### src/rtl/inst_pkg.sv
// Shared opcode constants and instruction-type decode for the instruction writer slice.
package inst_pkg;

  localparam logic [6:0] OP_R    = 7'h33;
  localparam logic [6:0] OP_LOAD = 7'h03;
  localparam logic [6:0] OP_ALUI = 7'h13;
  localparam logic [6:0] OP_S    = 7'h23;
  localparam logic [6:0] OP_SB   = 7'h63;
  localparam logic [6:0] OP_UJ   = 7'h6F;

  typedef enum logic [2:0] {
    TYPE_R,
    TYPE_I,
    TYPE_S,
    TYPE_SB,
    TYPE_UJ,
    TYPE_BAD
  } inst_type_e;

  function automatic inst_type_e decode_type(input logic [6:0] opcode);
    case (opcode)
      OP_R:             return TYPE_R;
      OP_LOAD, OP_ALUI: return TYPE_I;
      OP_S:             return TYPE_S;
      OP_SB:            return TYPE_SB;
      OP_UJ:            return TYPE_UJ;
      default:          return TYPE_BAD;
    endcase
  endfunction

endpackage

### src/rtl/inst_pack.sv
// Combinational encoder: packs instruction fields into a 32-bit word by opcode type.
module inst_pack
  import inst_pkg::*;
(
  input  logic [6:0]  opcode,
  input  logic [4:0]  rd,
  input  logic [2:0]  funct3,
  input  logic [4:0]  rs1,
  input  logic [4:0]  rs2,
  input  logic [6:0]  funct7,
  input  logic [20:0] imm,
  output logic [31:0] word,
  output logic        illegal
);

  inst_type_e itype;

  always_comb begin
    // NOTE: every output gets a default before the case so no path leaves a latch behind.
    itype   = decode_type(opcode);
    word    = '0;
    illegal = 1'b0;
    case (itype)
      TYPE_R:  word = {funct7, rs2, rs1, funct3, rd, opcode};
      TYPE_I:  word = {imm[11:0], rs1, funct3, rd, opcode};
      TYPE_S:  word = {imm[11:5], rs2, rs1, funct3, imm[4:0], opcode};
      // Branch and jump offsets are halfword-aligned, so imm[0] is dropped.
      TYPE_SB: word = {imm[12], imm[10:5], rs2, rs1, funct3, imm[4:1], imm[11], opcode};
      TYPE_UJ: word = {imm[20], imm[10:1], imm[11], imm[19:12], rd, opcode};
      default: illegal = 1'b1;
    endcase
  end

endmodule

### src/rtl/inst_writer.sv
// Accepts instruction field sets, encodes them and writes them to sequential memory words.
// Optional read-back check after each write is enabled by defining INST_WRITER_VERIFY_EN.
module inst_writer
  import inst_pkg::*;
#(
  parameter logic [31:0] BASE_ADDR = 32'h28,
  parameter int          MAX_WORDS = 16
) (
  input  logic        clk,
  input  logic        rst_n,
  input  logic        in_valid,
  output logic        in_ready,
  input  logic [6:0]  opcode,
  input  logic [4:0]  rd,
  input  logic [2:0]  funct3,
  input  logic [4:0]  rs1,
  input  logic [4:0]  rs2,
  input  logic [6:0]  funct7,
  input  logic [20:0] imm,
  output logic [31:0] address,
  output logic [31:0] memIn,
  output logic        read,
  output logic        write,
  input  logic [31:0] memOut,
  output logic        err,
  output logic        full
);

  localparam logic [1:0] IDLE  = 2'd0;
  localparam logic [1:0] WRITE = 2'd1;
  localparam logic [1:0] FULL  = 2'd3;
`ifdef INST_WRITER_VERIFY_EN
  localparam logic [1:0] VERIFY = 2'd2;
`endif

  localparam int            CW   = $clog2(MAX_WORDS + 1);
  localparam logic [CW-1:0] LAST = CW'(MAX_WORDS - 1);

  logic [1:0]    state;
  logic [31:0]   ptr;
  logic [31:0]   word_q;
  logic [31:0]   word;
  logic [CW-1:0] count;
  logic          illegal;
  logic          err_q;
  logic          accept;
  logic          step;

  inst_pack u_pack (
    .opcode  (opcode),
    .rd      (rd),
    .funct3  (funct3),
    .rs1     (rs1),
    .rs2     (rs2),
    .funct7  (funct7),
    .imm     (imm),
    .word    (word),
    .illegal (illegal)
  );

  assign accept = in_valid & in_ready;

  // step marks the last cycle of a word's memory transaction; the pointer advances there.
`ifdef INST_WRITER_VERIFY_EN
  assign step = (state == VERIFY);
  assign read = (state == VERIFY);
`else
  logic unused_memout;
  assign step          = (state == WRITE);
  assign read          = 1'b0;
  assign unused_memout = ^memOut;
`endif

  // NOTE: sequential state uses non-blocking assignments so every register samples pre-edge values.
  always_ff @(posedge clk or negedge rst_n) begin
    if (!rst_n) begin
      state  <= IDLE;
      ptr    <= BASE_ADDR;
      word_q <= '0;
      count  <= '0;
      err_q  <= 1'b0;
    end else begin
      err_q <= 1'b0;
      case (state)
        IDLE: begin
          if (accept) begin
            if (illegal) begin
              err_q <= 1'b1;
            end else begin
              word_q <= word;
              state  <= WRITE;
            end
          end
        end
`ifdef INST_WRITER_VERIFY_EN
        WRITE:  state <= VERIFY;
        VERIFY: if (memOut != word_q) err_q <= 1'b1;
`endif
        default: ;
      endcase
      if (step) begin
        ptr   <= ptr + 32'd4;
        count <= count + CW'(1);
        state <= (count == LAST) ? FULL : IDLE;
      end
    end
  end

  assign in_ready = (state == IDLE);
  assign write    = (state == WRITE);
  assign full     = (state == FULL);
  assign address  = ptr;
  assign memIn    = word_q;
  assign err      = err_q;

endmodule

### config.mk
export PLATFORM = sky130hd
export DESIGN_NAME = inst_writer
export DESIGN_NICKNAME = d
export VERILOG_FILES = /design/src/rtl/inst_pkg.sv /design/src/rtl/inst_pack.sv /design/src/rtl/inst_writer.sv
export SDC_FILE = /design/constraint.sdc
export NUM_CORES = 1
export LEC_CHECK = 0
export BUFFER_PORTS_ARGS = -buffer_cell sky130_fd_sc_hd__buf_2
export CAP_MARGIN = 10
export CORE_MARGIN = 2
export CORE_UTILIZATION = 40
export CTS_BUF_LIST = sky130_fd_sc_hd__clkbuf_8
export CTS_CLUSTER_SIZE = 25
export DETAILED_ROUTE_END_ITERATION = 16
export GPL_TIMING_DRIVEN = 0
export HOLD_SLACK_MARGIN = 0.02
export PLACE_DENSITY = 0.73
export RECOVER_POWER = 25
export SYNTH_ARGS = -nofsm -noshare
export SYNTH_HDL_FRONTEND = slang
export SYNTH_HIERARCHICAL = 1
export SYNTH_SLANG_ARGS = --single-unit
### constraint.sdc
create_clock -name clk -period 1.6 [get_ports clk]
set_clock_uncertainty 0.2 [all_clocks]
set_input_delay 0.08 -clock clk [delete_from_list [all_inputs] [get_ports clk]]
set_output_delay 0.08 -clock clk [all_outputs]
set_load 0.05 [all_outputs]
==> key figures <==
Run status
  – Status: complete, but fails checks
  – Failing checks: setup timing

STA
  – Worst Tran Pin Value: around 0.96 ns
  – Final Setup Violations: 50
  – Crit path time final: 1.90 ns
  – RSZ-0062 raised after global routing: yes
  – Max Slew Vio Count: 0
  – Setup TNS: -7.47 ns
  – Part of the cycle the worst path needs: 119%
  – Worst setup slack after layout: -0.299 ns
  – Slew headroom: a little over a third
  – Max Fclk: 527 MHz
  – Endpoints failing hold: 0

Global routing
  – Initial antenna violation count: 0
  – GRT Resource Usage Total: 20.0%
  – First-pass GRT wire length: 15.8 mm
  – Vias in the first global route: 3212
  – Remaining Overflow, GRT: 0
  – Pin count of the biggest net entering global routing: 71

CTS
  – Worst-Skew Late Latency: 0.34 ns
  – Longest Clk Path Bufs: 2
  – H-tree depth: 3
  – CTS tree: done
  – Root Buffer: clkbuf_8
  – CTS buffer count: 9
  – # clock sinks: 70
  – Worst-path clk slew: approximately 0.080 ns

Worst setup path
  – Crit path kind: reg2reg
  – CP arrival: 1.93 ns
  – Critical path endpoint category: flop
  – Critical path required time: 1.63 ns
  – CP max FO: 5
  – Crit Reg-Reg Endpoint: address[30]
  – R2r startpoint: address[3]
  – R2R Setup Slk: -0.30 ns
  – Startpoint Class: flop
  – FF-to-FF path depth: 7

Min path
  – Worst Hold Depth: 4
  – Hold path startpoint: imm[20]
  – Endpoint, Worst Hold: memIn[31]
  – Worst Hold Class: in2reg

Synth
  – Top-count cell post-synth: dfrtp_1
  – Synth Warn #: 6
  – Cell variety after synth: slightly below 50
  – Yosys top cell by area: dfrtp_1
  – Yosys reg bits: 70
  – Sequential share of the synthesized area: 48.1%
  – Top_reg_cell synth: dfrtp_1
  – FFs w/ async S/R, synth: 100%
  – Post-synthesis area per instance: 12.1 um2
  – Area contributors post-synth: dfrtp_1 47%, mux2_2 10%, xnor2_1 6.0%
  – Cell Area, Synth: roughly 0.0036 mm2
  – Post-synth top area share: 46.7%
  – Post-Synthesis Cells: 302
  – Commonest cells post-synth: 68 x dfrtp_1, 33 x mux2_2, 25 x xnor2_1
  – EDFF count, synth: 0

Floorplan
  – FP Rows: 34
  – Die Span Y: 99.5 um
  – Number of I/O pins: 157
  – Chip Width: 99.5 um
  – Initial Util: between 40% and 50%
  – Core area: 0.00876 mm2
  – DIE AREA: approximately 0.0099 mm2

Power and ir drop
  – PnR Total Power: 4.41 mW
  – Pleak: approximately 2.7 nW
  – PwrDens: 793 mW/mm2
  – VDD IR-drop max: 0.000512 V

Detailed routing
  – Vias per std cell: 5.29
  – Drt pass-1 iters: 5
  – Drc violations: 0
  – Starting DRC count in detailed routing: 91
  – Post-Route WL: 9.96 mm
  – Vias post-DR: 3208
  – ANT nets after route: 0
  – Routed WL per cell: about 16 um

Place
  – Placer congestion estimate: 0.789
  – Post-DP HPWL: ~6.2 mm
  – Placement Setup Slack: -0.576 ns
  – Port bufs: between 100 and 150

Final layout
  – P&R area growth vs syn: 52.8%
  – Layout cells sized above 1: about 55%
  – Antenna cell count: 0
  – Layout net count: 585

Run
  – Max Cap Viol: 0
critical path: stages (launching register included):
cell and delay (ns):
dfstp_4 0.64, ha_4 0.13, nand3b_1 0.11, buf_4 0.16, buf_6 0.12, nor2_4 0.14
nand4b_1 0.14, xnor2_1 0.16
final cells by class:
type                    count  area [um2]
repair buffers            182        1290
clock buffers               9         124
multi-input cells         213        2010
inverters                   2        7.51
plain buffers              16         128
flip-flops and latches     70        1790
clock inverters             7        80.1
fillers                   697        3200
well taps                 108         135
routing by layer:
metal / track usage (%) / share of wire [%]
met1: 25.6 / 42
met2: 34.0 / 50
met3: 3.94 / 5.8
met4: 6.74 / 2.2
met5: 0 / 0
timing repair:
| action | 4_1_cts | 5_1_grt |
|---|---|---|
| hold buffers | 32 | 0 |
| endpoints found under the hold margin | 88 | 0 |
| gates cloned | 2 | 0 |
| endpoints found under the setup margin | 55 | 62 |
| pin swaps | 19 | 19 |
| setup buffers | 20 | 12 |
| resized for setup | 33 | 30 |
worst max-delay path by stage:
stage / endpoint / cells after the start / slack, ns / from
2_1_floorplan: address[18] / 5 / -0.36 / address[3]
3_3_place_gp: memIn[11] / 8 / -0.55 / opcode[4]
5_1_grt: address[18] / 7 / -0.37 / address[3]
6_report: address[30] / 7 / -0.30 / address[3]
4_1_cts: address[18] / 6 / -0.35 / address[3]
3_5_place_dp: memIn[12] / 8 / -0.58 / opcode[4]
per-stage QoR:
| step | cell area [um2] | hold WS [ns] | std cells | util [%] |
|---|---|---|---|---|
| after floorplan | 3850 | -0.416 | 304 | - |
| after global placement | 4580 | 0.166 | 531 | 52.3 |
| after detailed placement | 4590 | 0.0644 | 531 | 52.3 |
| after CTS | 5410 | 0.0285 | 600 | 61.8 |
| after global routing | 5570 | 0.0435 | 607 | 63.5 |
| final | 5570 | 0.0452 | 607 | 63.5 |
sequential cells by signal, indices dropped and copies added (netlist names):
signal	flops
memIn	32
count	5
address	30
err	1
state	2
report_power, final:
group          internal (mW)  leakage, nW  total (mW)  switching (mW)
Sequential              1.90        0.928        2.01           0.117
Combinational          0.400         1.72       0.926           0.527
Clock                  0.739       0.0968        1.47           0.734
layout by cell type, fill, tap and decap left out, types with 3 or more instances in the layout:
cell	netlist	final
o21ai_0	8	7
nand4b_1	14	14
nor2_1	9	5
inv_6	0	3
nand3_2	0	4
xnor2_1	25	22
dlygate4sd3_1	0	32
and3_1	7	7
a22o_1	13	13
buf_6	1	16
nand3_1	16	12
and2_1	5	5
nor2_4	1	5
mux2_2	33	3
buf_12	0	3
buf_2	7	116
dfrtp_2	0	19
nand2_2	0	5
buf_4	8	24
xnor2_2	0	3
mux2_4	0	32
conb_1	1	3
clkbuf_8	0	9
mux2i_1	3	3
xor2_1	7	7
dfrtp_1	68	49
nand4_1	17	17
and4_1	3	3
nand2_1	12	6
a211oi_2	6	6
cells by family (layout without fill, tap and decap cells):
| group | after synthesis | after routing | synth area share, % |
|---|---|---|---|
| other cells | 1 | 3 | 0.103 |
| buf+inv | 21 | 216 | 3.43 |
| fa+ha+maj | 3 | 3 | 1.03 |
| simple gates | 101 | 101 | 19.3 |
| xor+xnor | 32 | 32 | 7.69 |
| compound gates | 36 | 36 | 8.65 |
| mux | 38 | 38 | 11.6 |
| flops | 70 | 70 | 48.1 |
Note: power is estimated with default switching activity, not from simulation.
